`src/rtl/rmt_recovery_sequencer_pkg.sv`:
```
// Shared types and constants for the RMT bulk-write sequencer.
package rmt_recovery_sequencer_pkg;

    // Width of a counter that indexes n items, never narrower than 1 bit.
    function automatic int clog2_min1(input int n);
        return (n <= 2) ? 1 : $clog2(n);
    endfunction

    typedef enum logic [1:0] {
        ST_INIT    = 2'd0,
        ST_IDLE    = 2'd1,
        ST_RECOVER = 2'd2,
        ST_DRAIN   = 2'd3
    } RmtSeqState;

    localparam int RMT_SEQ_LREG_NUM       = 64;
    localparam int RMT_SEQ_COMMIT_WIDTH   = 2;
    localparam int RMT_SEQ_PREG_BITS      = 7;
    localparam int RMT_SEQ_IQ_PTR_BITS    = 4;
    localparam int RMT_SEQ_FREE_LIST_BASE = 64;

    localparam int RMT_SEQ_GROUP_NUM      = RMT_SEQ_LREG_NUM / RMT_SEQ_COMMIT_WIDTH;
    localparam int RMT_SEQ_GROUP_BIT_SIZE = clog2_min1(RMT_SEQ_GROUP_NUM);

endpackage

```
`src/rtl/rmt_recovery_sequencer_read_pipe.sv`:
```
// One-entry pipeline between a retirement-RMT read (or an INIT issue) and
// the RMT write it produces one cycle later.
module rmt_recovery_sequencer_read_pipe
    import rmt_recovery_sequencer_pkg::*;
#(
    parameter int GRP_W = RMT_SEQ_GROUP_BIT_SIZE
) (
    input  logic             clk,
    input  logic             rst_n,
    input  logic             issue_valid_i,
    input  logic [GRP_W-1:0] issue_grp_i,
    input  logic             issue_init_i,
    input  logic             issue_last_i,
    output logic             valid_o,
    output logic [GRP_W-1:0] grp_o,
    output logic             init_o,
    output logic             last_o
);

    logic             valid_q;
    logic [GRP_W-1:0] grp_q;
    logic             init_q;
    logic             last_q;

    // Capture the issued group every cycle; valid marks whether it writes.
    always_ff @(posedge clk or negedge rst_n) begin
        if (!rst_n) begin
            valid_q <= 1'b0;
            grp_q   <= '0;
            init_q  <= 1'b0;
            last_q  <= 1'b0;
        end else begin
            valid_q <= issue_valid_i;
            grp_q   <= issue_grp_i;
            init_q  <= issue_init_i;
            last_q  <= issue_last_i;
        end
    end

    assign valid_o = valid_q;
    assign grp_o   = grp_q;
    assign init_o  = init_q;
    assign last_o  = last_q;

endmodule

```
`src/rtl/rmt_recovery_sequencer.sv`:
```
// Owns the speculative RMT write ports during the power-on initialization
// walk and the post-flush copy from the retirement RMT.
//
// state      | meaning
// -----------+-------------------------------------------------------------
// ST_INIT    | writing entry k <- phy k+FREE_LIST_BASE, one group per cycle
// ST_IDLE    | commit path owns the RMT, rename runs
// ST_RECOVER | reading retirement RMT group grp, writing the previous group
// ST_DRAIN   | last group's read data is being written
module rmt_recovery_sequencer
    import rmt_recovery_sequencer_pkg::*;
#(
    parameter int LREG_NUM       = RMT_SEQ_LREG_NUM,
    parameter int WRITE_NUM      = RMT_SEQ_COMMIT_WIDTH,
    parameter int PREG_BITS      = RMT_SEQ_PREG_BITS,
    parameter int IQ_PTR_BITS    = RMT_SEQ_IQ_PTR_BITS,
    parameter int FREE_LIST_BASE = RMT_SEQ_FREE_LIST_BASE
) (
    input  logic                        clk,
    input  logic                        rst_n,
    input  logic                        recoverReq_i,
    output logic [$clog2(LREG_NUM)-1:0] retRA_o     [WRITE_NUM],
    input  logic [PREG_BITS-1:0]        retRV_i     [WRITE_NUM],
    output logic                        seqWE_o     [WRITE_NUM],
    output logic [$clog2(LREG_NUM)-1:0] seqWA_o     [WRITE_NUM],
    output logic [PREG_BITS-1:0]        seqWPhy_o   [WRITE_NUM],
    output logic [IQ_PTR_BITS-1:0]      seqWIqPtr_o [WRITE_NUM],
    output logic                        seqOwnsPort_o,
    output logic                        renameStall_o,
    output logic                        done_o
);

    localparam int G      = LREG_NUM / WRITE_NUM;
    localparam int GRP_W  = clog2_min1(G);
    localparam int ADDR_W = $clog2(LREG_NUM);

    if (LREG_NUM % WRITE_NUM != 0) begin : g_bad_group
        $error("LREG_NUM must be a multiple of WRITE_NUM");
    end
    if (LREG_NUM + FREE_LIST_BASE > (1 << PREG_BITS)) begin : g_bad_phy
        $error("LREG_NUM + FREE_LIST_BASE exceeds the physical register space");
    end

    function automatic logic [ADDR_W-1:0] entry_of(input logic [GRP_W-1:0] g, input int lane);
        return ADDR_W'(g) * ADDR_W'(WRITE_NUM) + ADDR_W'(lane);
    endfunction

    RmtSeqState       state_q, state_d;
    logic [GRP_W-1:0] grp_q, grp_d;
    logic             pending_q, pending_d;
    logic             done_q, done_d;
    logic             stall_q, stall_d;
    logic             ra_valid_q, ra_valid_d;
    logic [GRP_W-1:0] ra_grp_q;

    logic             grp_last;
    logic             restart;
    logic             iss_valid;
    logic             iss_init;
    logic             iss_last;

    logic             pipe_valid;
    logic [GRP_W-1:0] pipe_grp;
    logic             pipe_init;
    logic             pipe_last;

    assign grp_last = (grp_q == GRP_W'(G - 1));

    // Next-state, group counter and issue decode for the write pipeline.
    always_comb begin
        state_d   = state_q;
        grp_d     = grp_q;
        pending_d = pending_q;
        iss_valid = 1'b0;
        iss_init  = 1'b0;
        iss_last  = 1'b0;
        restart   = 1'b0;
        case (state_q)
            ST_INIT: begin
                iss_valid = 1'b1;
                iss_init  = 1'b1;
                iss_last  = grp_last;
                if (recoverReq_i) begin
                    pending_d = 1'b1;
                end
                if (grp_last) begin
                    grp_d     = '0;
                    pending_d = 1'b0;
                    state_d   = (pending_q || recoverReq_i) ? ST_RECOVER : ST_IDLE;
                end else begin
                    grp_d = grp_q + GRP_W'(1);
                end
            end
            ST_IDLE: begin
                if (recoverReq_i) begin
                    state_d = ST_RECOVER;
                    grp_d   = '0;
                end
            end
            ST_RECOVER: begin
                if (recoverReq_i) begin
                    // The read issued this cycle is abandoned: no pipe entry.
                    restart = 1'b1;
                    grp_d   = '0;
                end else begin
                    iss_valid = 1'b1;
                    iss_last  = grp_last;
                    if (grp_last) begin
                        grp_d   = '0;
                        state_d = ST_DRAIN;
                    end else begin
                        grp_d = grp_q + GRP_W'(1);
                    end
                end
            end
            ST_DRAIN: begin
                if (recoverReq_i) begin
                    restart = 1'b1;
                    grp_d   = '0;
                    state_d = ST_RECOVER;
                end else begin
                    state_d = ST_IDLE;
                end
            end
            default: begin
                state_d = ST_INIT;
                grp_d   = '0;
            end
        endcase

        // A restarted recovery swallows the done of the walk it replaces;
        // the INIT walk's done is kept since INIT itself completed.
        done_d     = pipe_valid && pipe_last && !(restart && !pipe_init);
        stall_d    = (state_d != ST_IDLE) || iss_valid;
        ra_valid_d = (state_d == ST_RECOVER);
    end

    // Control state and registered status outputs.
    always_ff @(posedge clk or negedge rst_n) begin
        if (!rst_n) begin
            state_q    <= ST_INIT;
            grp_q      <= '0;
            pending_q  <= 1'b0;
            done_q     <= 1'b0;
            stall_q    <= 1'b1;
            ra_valid_q <= 1'b0;
            ra_grp_q   <= '0;
        end else begin
            state_q    <= state_d;
            grp_q      <= grp_d;
            pending_q  <= pending_d;
            done_q     <= done_d;
            stall_q    <= stall_d;
            ra_valid_q <= ra_valid_d;
            ra_grp_q   <= grp_d;
        end
    end

    rmt_recovery_sequencer_read_pipe #(
        .GRP_W (GRP_W)
    ) u_read_pipe (
        .clk           (clk),
        .rst_n         (rst_n),
        .issue_valid_i (iss_valid),
        .issue_grp_i   (grp_q),
        .issue_init_i  (iss_init),
        .issue_last_i  (iss_last),
        .valid_o       (pipe_valid),
        .grp_o         (pipe_grp),
        .init_o        (pipe_init),
        .last_o        (pipe_last)
    );

    for (genvar i = 0; i < WRITE_NUM; i++) begin : g_lane
        assign retRA_o[i]     = ra_valid_q ? entry_of(ra_grp_q, i) : '0;
        assign seqWE_o[i]     = pipe_valid;
        assign seqWA_o[i]     = pipe_valid ? entry_of(pipe_grp, i) : '0;
        assign seqWPhy_o[i]   = !pipe_valid ? '0 :
                                pipe_init   ? PREG_BITS'(entry_of(pipe_grp, i)) + PREG_BITS'(FREE_LIST_BASE) :
                                              retRV_i[i];
        assign seqWIqPtr_o[i] = '0;
    end

    assign seqOwnsPort_o = stall_q;
    assign renameStall_o = stall_q;
    assign done_o        = done_q;

endmodule
```
`config.mk`:
```
export PLATFORM = sky130hd
export DESIGN_NAME = rmt_recovery_sequencer
export DESIGN_NICKNAME = d
export VERILOG_FILES = /design/src/rtl/rmt_recovery_sequencer_pkg.sv /design/src/rtl/rmt_recovery_sequencer_read_pipe.sv /design/src/rtl/rmt_recovery_sequencer.sv
export SDC_FILE = /design/constraint.sdc
export NUM_CORES = 1
export LEC_CHECK = 0
export ABC_AREA = 1
export CORE_MARGIN = 5
export CORE_UTILIZATION = 34
export CTS_CLUSTER_SIZE = 30
export DETAILED_ROUTE_END_ITERATION = 7
export PLACE_DENSITY_LB_ADDON = 0.05
export RECOVER_POWER = 25
export SYNTH_ARGS = -nofsm -noshare
export SYNTH_HDL_FRONTEND = slang
export SYNTH_SLANG_ARGS = --single-unit
```
`constraint.sdc`:
```
create_clock -name clk -period 1.3 [get_ports clk]
set_input_delay 0.13 -clock clk [delete_from_list [all_inputs] [get_ports clk]]
set_output_delay 0.13 -clock clk [all_outputs]
set_load 0.01 [all_outputs]
```
==> flow_metrics.tcl <==
set metrics [dict create \
    status "finished, violations left" \
    violations "negative setup slack" \
    setup_viol 27 \
    cts_sinks 19 \
    final_nets 240 \
    antenna_found_initial 0 \
    initial_core_util_pct 34.9 \
    syn_inst 155 \
    finalClockSkew_ps 1.05 \
    drt-pass1-iter-count 4 \
    synth_top_area_share_pct 38.7 \
    hp-class "input pin to asynchronous set/reset pin" \
    io_buffers 57 \
    place_ws_ps -164 \
    grt_max_degree 20 \
    hold_buffers 0 \
    cpLargestDelayFamily "adder cells" \
    syn_to_final_growth_pct 72.0 \
    worstPathCellList "ha_2 > nand2_1 > nor2_1 > ha_2 > nand3_2 > nand2_1 > inv_1 > nand2_2 > nor2_2" \
    h-tree-depth 1 \
    synth_area_um2 1160 \
    synth-edff-count 0 \
    path_clk_slew_ps 100 \
    vdd_drop_max_v 0.000458 \
    grt_pass1_vias 928 \
    p_per_area_nw_per_um2 634 \
    worst-path-buf-inv 1 \
    leakage_nw 1.12 \
    path_class "flip-flop to flip-flop" \
    fin_cells 266 \
    yosysTopAreaCell "dfrtp_1" \
    place_hpwl_um 2260 \
    startpoint_type "flip-flop" \
    place_inst 252 \
    rows 21 \
    root_buffer "clkbuf_4" \
    core_area_um2 3340 \
    fin_ws_ps -103 \
    max_freq_mhz 713 \
    drc 0 \
    seq_area_frac_synth_pct 41.0 \
    end_kind "flip-flop" \
    gr-total-overflow 0 \
    synth_compound_area_share_pct 2.69 \
    worstPathRequired_ps 1490 \
    design.portCount 68 \
    ff2ff_setup_slack_ps -100 \
    diodes 0 \
    die_w_um 68.5 \
    rsz0062_at_grt "yes" \
    ant_nets 0 \
    synth_area_leaders "dfrtp_1, buf_4, nand2_1" \
    yosys-mux-area-fraction_pct 0 \
    yosys_register_bits 19 \
    period_share_pct 108 \
    post_drt_wl_per_cell_um 12.0 \
    maxSlewViolCount 0 \
    yosysWarningCount 0 \
    drive_gt1_share_pct 47.7 \
    worstPathArrival_ps 1590 \
    async_reset_ff_share_pct 100 \
    crit_slowest_cell "dfrtp_1" \
    clockBufferDepth 2 \
    ys_types 20 \
    vias 1133 \
    reg2reg_depth 9 \
    viasPerCell 4.26 \
    place.gp.congestion 0.796 \
    grt_pass1_wl_um 3960 \
    whs_ps 311 \
    synth_most_common_cell "nand2_1" \
    synth_ff_type "dfrtp_1" \
    drtIter0Drc 35 \
    cts_buffers 3 \
    cts_tree "done" \
    worst_path_largest_cell_delay_ps 390 \
    maxCapViolations 0 \
    synthSimpleGateAreaFrac_pct 28.1 \
    synth_top_family_by_area "simple AND/OR/NAND/NOR gates" \
    timing.rr.end "ra_valid_q" \
    r2r-start "ra_grp_q[1]" \
    insertion_delay_ps 280 \
    syn_avg_cell_area_um2 7.51 \
    crit_fanout 6 \
    die_area_um2 4690 \
    routed_wl_um 3200 \
    synth_fa_ha_area_share_pct 2.15 \
    die_height_um 68.5 \
    hold_viol_final 0 \
    synth_commonest_cells "nand2_1, buf_4, dfrtp_1, inv_1, nand3_1" \
    fin_crit_ps 1400 \
    synth_xor_area_share_pct 0.753 \
    grt_use_total_pct 11.1 \
]
final cells by class:
cell class | count | area [um2]
Sequential cell | 19 | 479
Fill cell | 307 | 1340
Clock buffer | 4 | 26.3
Multi-Input combinational cell | 95 | 563
Tap cell | 46 | 57.6
Timing Repair Buffer | 81 | 777
Inverter | 21 | 98.8
stage by stage:
stage	utilization (%)	setup TNS (ps)	area (um2)	total power, mW
final	60.0	-1450	2000	1.27
after global routing	60.0	-3670	2000	1.34
after CTS	52.1	-1250	1740	1.22
after detailed placement	52.0	-2810	1740	0.944
after global placement	52.0	-2550	1740	0.939
after floorplan	-	-30.0	1200	0.781
timing repair:
item                                    CTS  global route
setup buffers                             6             3
pin swaps                                 0            18
gates resized for setup                 147            75
cloned                                    0             1
endpoints found under the setup margin   41            40
per-layer routing:
| metal | GRT usage [%] | wire length (um) | share of wire, % |
|---|---|---|---|
| met1 | 12.5 | 1190 | 37 |
| met2 | 20.0 | 1630 | 51 |
| met3 | 2.27 | 362 | 11 |
| met4 | 4.47 | 22 | 0.69 |
| met5 | 0 | 0 | 0 |
kinds of logic after synthesis:
logic type | after synthesis
AO/OA/AOI/OAI | 6
XOR/XNOR | 1
adder cells (fa/ha/maj) | 2
buffers and inverters | 50
flip-flops | 19
other | 1
AND/OR/NAND/NOR | 76
sequential cells by signal, indices dropped and copies added, names as in the netlist:
register and count:
ra_grp_q 5, u_read_pipe.grp_o 5, state_q 2, done_o 1, pending_q 1, ra_valid_q 1, renameStall_o 1, u_read_pipe.init_o 1
u_read_pipe.last_o 1, u_read_pipe.valid_o 1
worst max-delay path by stage:
stage	startpoint	end	slack, ps	depth (start not counted)
2_1_floorplan	ra_grp_q[0]	ra_valid_q	-30	9
3_3_place_gp	u_read_pipe.init_o	seqWPhy_o[4]	-150	4
3_5_place_dp	u_read_pipe.init_o	seqWPhy_o[8]	-160	4
4_1_cts	u_read_pipe.valid_o	seqWPhy_o[4]	-130	6
5_1_grt	ra_grp_q[1]	ra_valid_q	-230	9
6_report	ra_grp_q[1]	ra_valid_q	-100	9
power by group:
group	internal, mW	switching [mW]	total, mW
clock network	0.119	0.162	0.281
registers	0.608	0.0142	0.622
logic	0.196	0.172	0.368
cells in the final DEF (no fill, tap or decap), drive strengths merged:
cell / count
dlymetal6s2s: 1
nand4: 1
o21ai: 3
conb: 10
clkinv: 1
clkdlybuf4s50: 15
xnor2: 1
nand3: 15
dlygate4sd2: 3
inv: 20
clkbuf: 7
buf: 52
dfstp: 1
a31oi: 1
clkdlybuf4s15: 6
nor2: 13
dlygate4sd3: 1
a21oi: 2
nand2: 47
ha: 2
dfrtp: 18
Note: power is estimated with default switching activity, not from simulation.
